==> src/rtl/cgra_config_pkg.sv <==
// Shared types and CRC constants for the CGRA config loader.
// The optional CRC check is enabled by defining CONFIG_LOADER_CRC_EN.
package cgra_config_pkg;

    typedef enum logic [2:0] {
        IDLE,
        SHIFT,
        CHECK,
        ACTIVE,
        ERROR
    } loader_state_t;

    localparam int             CFG_CRC_W    = 8;
    localparam logic [7:0]     CFG_CRC_POLY = 8'h07;
    localparam logic [7:0]     CFG_CRC_INIT = 8'h00;

endpackage

==> src/rtl/cgra_config_crc8.sv <==
// Serial MSB-first CRC-8 LFSR. Clear and enable in the same cycle folds
// the incoming bit into a freshly initialised register.
module cgra_config_crc8
    import cgra_config_pkg::*;
(
    input  logic                 clock,
    input  logic                 reset_n,
    input  logic                 clear,
    input  logic                 enable,
    input  logic                 bit_in,
    output logic [CFG_CRC_W-1:0] crc
);

    logic [CFG_CRC_W-1:0] base;
    logic                 fb;
    logic [CFG_CRC_W-1:0] crc_next;

    always_comb begin
        base     = clear ? CFG_CRC_INIT : crc;
        fb       = base[CFG_CRC_W-1] ^ bit_in;
        crc_next = {base[CFG_CRC_W-2:0], 1'b0} ^ (fb ? CFG_CRC_POLY : '0);
    end

    always_ff @(posedge clock or negedge reset_n) begin
        if (!reset_n) begin
            crc <= CFG_CRC_INIT;
        end else if (enable) begin
            crc <= crc_next;
        end else if (clear) begin
            crc <= CFG_CRC_INIT;
        end
    end

endmodule

==> src/rtl/cgra_config_loader.sv <==
// Serial-to-parallel config sink: shifts the configurator stream, checks its
// length (and CRC-8 when CONFIG_LOADER_CRC_EN is defined), then commits it.
module cgra_config_loader
    import cgra_config_pkg::*;
#(
    parameter int NUM_BITS = 465,
    parameter int CNT_W    = 10
) (
    input  logic                clock,
    input  logic                reset_n,
    input  logic                bitstream,
    input  logic                bit_valid,
    input  logic                cfg_done,
    output logic [NUM_BITS-1:0] config_out,
    output logic                config_valid,
    output logic                load_error,
    output logic [CNT_W-1:0]    bit_count
);

`ifdef CONFIG_LOADER_CRC_EN
    localparam int EXPECTED = NUM_BITS + CFG_CRC_W;
`else
    localparam int EXPECTED = NUM_BITS;
`endif
    localparam logic [CNT_W-1:0] EXP_CNT = CNT_W'(EXPECTED);

    loader_state_t       state;
    logic [NUM_BITS-1:0] shift_reg;
    logic                start;
    logic                accept;
    logic                shift_en;
    logic                crc_ok;

    // A bit arriving outside SHIFT/CHECK begins a fresh load
    assign start  = bit_valid && (state == IDLE || state == ACTIVE || state == ERROR);
    assign accept = bit_valid && (start || state == SHIFT);

`ifdef CONFIG_LOADER_CRC_EN
    localparam logic [CNT_W-1:0] PAY_CNT = CNT_W'(NUM_BITS);

    logic                 payload_bit;
    logic [CFG_CRC_W-1:0] crc_calc;
    logic [CFG_CRC_W-1:0] crc_rx;

    // Count before increment is the index of the bit now arriving
    assign payload_bit = start || (bit_count < PAY_CNT);
    assign shift_en    = accept && payload_bit;
    assign crc_ok      = (crc_rx == crc_calc);

    cgra_config_crc8 u_crc (
        .clock   (clock),
        .reset_n (reset_n),
        .clear   (start),
        .enable  (shift_en),
        .bit_in  (bitstream),
        .crc     (crc_calc)
    );

    always_ff @(posedge clock or negedge reset_n) begin
        if (!reset_n) begin
            crc_rx <= '0;
        end else if (accept && !payload_bit) begin
            crc_rx <= {crc_rx[CFG_CRC_W-2:0], bitstream};
        end
    end
`else
    assign shift_en = accept;
    assign crc_ok   = 1'b1;
`endif

    always_ff @(posedge clock or negedge reset_n) begin
        if (!reset_n) begin
            state        <= IDLE;
            shift_reg    <= '0;
            config_out   <= '0;
            config_valid <= 1'b0;
            load_error   <= 1'b0;
            bit_count    <= '0;
        end else begin
            if (shift_en) begin
                shift_reg <= {shift_reg[NUM_BITS-2:0], bitstream};
            end
            if (start) begin
                bit_count <= CNT_W'(1);
            end else if (accept && bit_count != '1) begin
                bit_count <= bit_count + 1'b1;
            end

            case (state)
                IDLE: begin
                    if (bit_valid) state <= SHIFT;
                end
                SHIFT: begin
                    if (cfg_done) state <= CHECK;
                end
                CHECK: begin
                    if (bit_count == EXP_CNT && crc_ok) begin
                        config_out   <= shift_reg;
                        config_valid <= 1'b1;
                        state        <= ACTIVE;
                    end else begin
                        load_error <= 1'b1;
                        state      <= ERROR;
                    end
                end
                ACTIVE, ERROR: begin
                    // Old image stays on config_out until the reload commits
                    if (bit_valid) begin
                        config_valid <= 1'b0;
                        load_error   <= 1'b0;
                        state        <= SHIFT;
                    end
                end
                default: state <= IDLE;
            endcase
        end
    end

endmodule

==> config.mk <==
export PLATFORM = sky130hd
export DESIGN_NAME = cgra_config_loader
export DESIGN_NICKNAME = d
export VERILOG_FILES = /design/src/rtl/cgra_config_pkg.sv /design/src/rtl/cgra_config_crc8.sv /design/src/rtl/cgra_config_loader.sv
export SDC_FILE = /design/constraint.sdc
export NUM_CORES = 2
export LEC_CHECK = 0
export BUFFER_PORTS_ARGS = -buffer_cell sky130_fd_sc_hd__clkbuf_2
export CELL_PAD_IN_SITES_DETAIL_PLACEMENT = 0
export CELL_PAD_IN_SITES_GLOBAL_PLACEMENT = 1
export CORE_ASPECT_RATIO = 0.8
export CORE_UTILIZATION = 35
export DETAILED_ROUTE_END_ITERATION = 8
export GPL_ROUTABILITY_DRIVEN = 0
export GPL_TIMING_DRIVEN = 0
export HOLD_SLACK_MARGIN = 0.06
export PLACE_DENSITY_LB_ADDON = 0.2
export SYNTH_ARGS = -nofsm -noshare
export SYNTH_HDL_FRONTEND = slang
export SYNTH_SLANG_ARGS = --single-unit
==> constraint.sdc <==
create_clock -name clock -period 2 [get_ports clock]
set_input_delay 0.6 -clock clock [delete_from_list [all_inputs] [get_ports clock]]
set_output_delay 0.6 -clock clock [all_outputs]
set_load 0.005 [all_outputs]
[Word level (Yosys, flattened, before mapping)]
Cells that the tools add are included.
Cells by class
  $add $sub $neg: 1
  eq/ne operators: 11
  multiplexer cells: 11
  reductions and logical operators: 15
Operator list (number)
  10-bit two-way mux: 2
  10-bit by 1-bit adder with 10-bit output, second input constant: 1
  10-bit by 9-bit == test with 1-bit output, second input constant: 1
  10-bit inequality test, second input constant: 1
  3-bit two-way mux: 3
  3-bit one-hot mux with 3 select lines: 1
  2-bit inequality test, second input constant: 4
  3-bit by 2-bit == test with 1-bit output, second input constant: 2
  3-bit AND reduction: 2
  1-bit one-hot mux with 2 select lines: 2
  2-bit AND reduction: 2
  2-bit nonzero test: 2
  3-bit by 1-bit == test with 1-bit output, second input constant: 1
  3-bit == test, second input constant: 1
  1-bit logical AND: 3
  3-bit zero test: 1
  1-bit logical OR: 3
  1-bit two-way mux: 3
  3-bit OR reduction: 1
  2-bit by 1-bit inequality test with 1-bit output, second input constant: 1
  2-bit OR reduction: 1
Storage, ports and cells
  register bits: 945
  input bits: 5
  output and inout port bits: 477
  logic and storage cells: 44

[Depth between registers and ports, before layout]
  word-level depth: 9
  depth in mapped cells: 9

[Worst setup path after synthesis]
OpenSTA, ideal clock, no wires.
  path type: register to register
  from: register bit_count[1]
  to: register config_out[408]
  setup time: 128 ps
  arrival time: 1691 ps
  data required time: 1872 ps
  setup slack: 181 ps
  cell stages (with the launch flop): 9
  path buffers: 2
  path through: dfrtp_1 inv_1 ha_1 nand2_1 nor4_4 nand3_4 buf_4 buf_2 mux2_1
On the way
  word-level cells in the longest chain between the ends: 2
RTL lines
  start, declared: RTL line cgra_config_loader.sv:17  | output logic [CNT_W-1:0] bit_count
  start signal, assigned: RTL line cgra_config_loader.sv:86  | bit_count <= bit_count + 1'b1;
  10-bit by 9-bit == test with 1-bit output: RTL line cgra_config_loader.sv:97  | if (bit_count == EXP_CNT && crc_ok) begin
  2-bit AND reduction (no line)
  end signal, assigned: RTL line cgra_config_loader.sv:98  | config_out <= shift_reg;
  end, declared: RTL line cgra_config_loader.sv:14  | output logic [NUM_BITS-1:0] config_out,
Every way passes these cells.
A chain may end at the register's enable or synchronous reset.

[Worst setup path after layout]
  from: register bit_count[1]
  to: register config_out[127]
Same word-level chain as after synthesis.

==> impl_metrics.env <==
export IMPL_status="complete, but fails checks"
export IMPL_start_kind="flop"
export IMPL_fin_crit_sh_pct=104.3
export IMPL_hold_path_class="in -> async"
export IMPL_rrSetupSlack_ns=-0.09
export IMPL_drc=0
export IMPL_r2r_start="bit_count[1]$_DFFE_PN0P_"
export IMPL_critPathTopFamily="buffers and inverters"
export IMPL_cp_end_kind="flop"
export IMPL_layout_drive_gt1_share_pct=24.86
export IMPL_vias=22960
export IMPL_synthDistinctLibCells=40
export IMPL_crit_type="reg -> reg"
export IMPL_final_cell_mix="1,404 x nand2_1, 944 x dfrtp_1, 485 x clkbuf_2, 350 x mux2_1, 105 x clkbuf_16"
export IMPL_max_cap_viol_count=0
export IMPL_syn_num_nets=3056
export IMPL_initial_core_util_pct=35.32
export IMPL_setup_ws_ns=-0.08563
export IMPL_rsz0062_at_grt="yes"
export IMPL_port_buffers=481
export IMPL_clk_pin_slew_ns=0.06
export IMPL_setup_viol=124
export IMPL_slew_headroom_pct=48.90
export IMPL_period_minus_slack_ns=2.086
export IMPL_violations="hold timing, setup timing"
export IMPL_crit_path_top_delay_cell="dfrtp_1"
export IMPL_viasPerCell=4.529
export IMPL_dieArea_sq_mm=0.1029
export IMPL_io_pins=482
export IMPL_rows=104
export IMPL_clk_insertion_delay_late_ns=0.67
export IMPL_grt_use_met2_pct=25.53
export IMPL_fillerInstances=9590
export IMPL_cts_root_buf="clkbuf_16"
export IMPL_clk_path_buf_depth=3
export IMPL_crit_start="bit_count[1]$_DFFE_PN0P_"
export IMPL_cp_required_ns=2.55
export IMPL_cts_tree="done"
export IMPL_use_met3_pct=4.762
export IMPL_crit_chain="inv_1 > ha_2 > nand2_2 > nor4_4 > nand3_4 > buf_12 > buf_16 > bufbuf_16 > mux2_1"
export IMPL_cts_sink_count=945
export IMPL_nets=3675
export IMPL_grt_start_max_net_pins=108
export IMPL_setup_tns_ns=-4.689
export IMPL_yosys_warnings=0
export IMPL_h_tree_depth=3
export IMPL_fmax_ghz=0.4795
export IMPL_final_common_cell="nand2_1"
export IMPL_worstRegToRegCells=9
export IMPL_tightestPinTransition_ns=0.7613
export IMPL_hold_viol=78
export IMPL_dieHeight_um=287.1
export IMPL_routed_wirelength_mm=88.36
export IMPL_core_area_sq_mm=0.1007
export IMPL_antenna_found_initial=1
export IMPL_skew_ns=0.02221
export IMPL_die_w_um=358.4
export IMPL_path_buf_inv=4
export IMPL_hold_worst_slack_ns=-0.1358
export IMPL_max_stage_delay_ns=0.38
export IMPL_num_antenna_cells=0
export IMPL_postRouteAntennaNets=0
export IMPL_grt_ovfl_total=0
export IMPL_synthToLayoutAreaGrowth_pct=24.74
export IMPL_r2r_end="config_out[127]$_DFFE_PN0P_"
export IMPL_cp_endpoint="config_out[127]$_DFFE_PN0P_"
export IMPL_p_per_area_mw_per_mm2=948.0
export IMPL_numCtsBuffers=100
export IMPL_path_max_fanout=9
export IMPL_synth_seq_area_share_pct=66.48
export IMPL_place_ws_ns=-1.076
export IMPL_grt_use_total_pct=17.23
export IMPL_synth_seq_cells=945
export IMPL_wire_per_inst_um=17.43
export IMPL_cp_depth=9
export IMPL_busiest_layer="met2"
export IMPL_dpl_hpwl_mm=59.74
export IMPL_drt_iter0_drc=1491
export IMPL_grt_pass1_vias=22680
export IMPL_leakage_nw=25.55
export IMPL_avgSynthCellArea_sq_um=11.67
export IMPL_arrival_ns=2.64
export IMPL_drv_slew=0
export IMPL_grt_pass1_wl_mm=137.9
export IMPL_syn_instance_count=3049
export IMPL_first_pass_iters=5
export IMPL_peakVddDrop_mv=0.7334
export IMPL_synth_area_sq_mm=0.03557
export IMPL_grt_use_met1_pct=24.50
[layout make-up]
cell class | instances | area, sq um | share of cell area (%)
clock buffers | 146 | 2918 | 6.576
flip-flops and latches | 945 | 23650 | 53.29
plain buffers | 158 | 1226 | 2.763
well taps | 1325 | 1658 | 3.736
multi-input cells | 1941 | 11240 | 25.34
clock inverters | 33 | 362.8 | 0.8177
repair buffers | 517 | 3298 | 7.433
inverters | 5 | 18.77 | 0.04230
[cells in the mapped netlist]
cell / count / area (sq um)
nand3_1: 7 / 35.03
a311oi_1: 1 / 8.760
nand2b_1: 5 / 31.28
nand3_4: 1 / 17.52
a21oi_1: 8 / 40.04
nor3b_2: 1 / 12.51
a21bo_2: 1 / 10.01
nor2_1: 7 / 26.28
or4_1: 1 / 7.510
o21ai_1: 1 / 5.000
nor3_1: 5 / 25.02
nor4b_1: 1 / 8.760
nand3b_1: 2 / 15.01
nand4_1: 3 / 18.77
a211oi_1: 1 / 7.510
buf_1: 9 / 33.78
buf_6: 12 / 135.1
o211a_1: 1 / 10.01
or3_1: 2 / 12.51
mux2_1: 417 / 4696
a221oi_1: 1 / 8.760
nand2_1: 1405 / 5274
clkbuf_1: 19 / 71.32
mux2i_1: 3 / 30.03
ha_1: 2 / 25.02
and3b_1: 1 / 8.760
buf_4: 35 / 262.8
buf_2: 83 / 415.4
a21o_1: 1 / 7.510
dfrtp_1: 945 / 23650
a31oi_1: 1 / 6.260
nor2_2: 1 / 6.260
mux2_2: 48 / 540.5
nor2b_1: 3 / 18.77
o31ai_1: 1 / 7.510
nor3b_1: 1 / 7.510
o21ai_0: 5 / 25.02
inv_1: 5 / 18.77
nor4_4: 1 / 21.27
nor4_1: 2 / 12.51
[kinds of logic (layout without fill, tap and decap cells)]
group | after synthesis | after routing | synth area share [%]
and+or+nand+nor | 1449 | 1449 | 15.63
AOI/OAI and AO/OA | 22 | 22 | 0.3834
muxes | 468 | 468 | 14.80
adders and majority gates | 2 | 2 | 0.07034
DFF | 945 | 945 | 66.48
buffers and inverters | 163 | 859 | 2.635
[layer usage]
layer / routed length [um] / part of all wire, %
met3: 4691 / 5.3
met1: 41770 / 47
met4: 2328 / 2.6
met5: 0 / 0
met2: 39560 / 45
[metrics by stage]
stage               total power [mW]  utilization, %  instance area, sq um  cells
global route                   44.07           44.06                 44370   5070
detailed placement             23.85           39.61                 39890   4864
floorplan                      22.10               -                 35570   3049
finish                         42.07           44.06                 44370   5070
global placement               23.82           39.35                 39640   4855
CTS                            42.88           43.83                 44140   5068
[how the worst min path moves through the flow]
stage / slack (ns) / depth (start not counted) / end / from
floorplan: 0.30 / 0 / bit_count[0]$_DFFE_PN0P_ / reset_n
global placement: 0.47 / 2 / shift_reg[464]$_DFFE_PN0P_ / shift_reg[464]$_DFFE_PN0P_
detailed placement: 0.47 / 2 / shift_reg[464]$_DFFE_PN0P_ / shift_reg[464]$_DFFE_PN0P_
CTS: -0.18 / 1 / config_out[201]$_DFFE_PN0P_ / reset_n
global route: -0.16 / 1 / config_out[201]$_DFFE_PN0P_ / reset_n
finish: -0.14 / 1 / shift_reg[198]$_DFFE_PN0P_ / reset_n
[what timing repair did]
action | 4_1_cts | 5_1_grt
cloned | 17 | 2
endpoints found under the setup margin | 1071 | 1065
resized for setup | 106 | 62
buffers inserted | 8 | 0
pin swaps | 2 | 2
hold endpoints to repair | 78 | 78
[power breakdown]
| group | switching (mW) | total, mW | internal, mW | leakage, nW |
|---|---|---|---|---|
| Sequential | 0.264 | 19.7 | 19.4 | 13.2 |
| Combinational | 2.96 | 3.78 | 0.826 | 10.8 |
| Clock | 7.71 | 18.6 | 10.9 | 1.61 |
[worst reg2reg max path, delay by kind of cell, from the launching register on]
kind          cells  cell delay (ns)
simple gates      3             0.40
buf+inv           4             0.73
fa+ha+maj         1             0.16
flops             1             0.38
mux               1             0.30
Note: power is estimated with default switching activity, not from simulation.
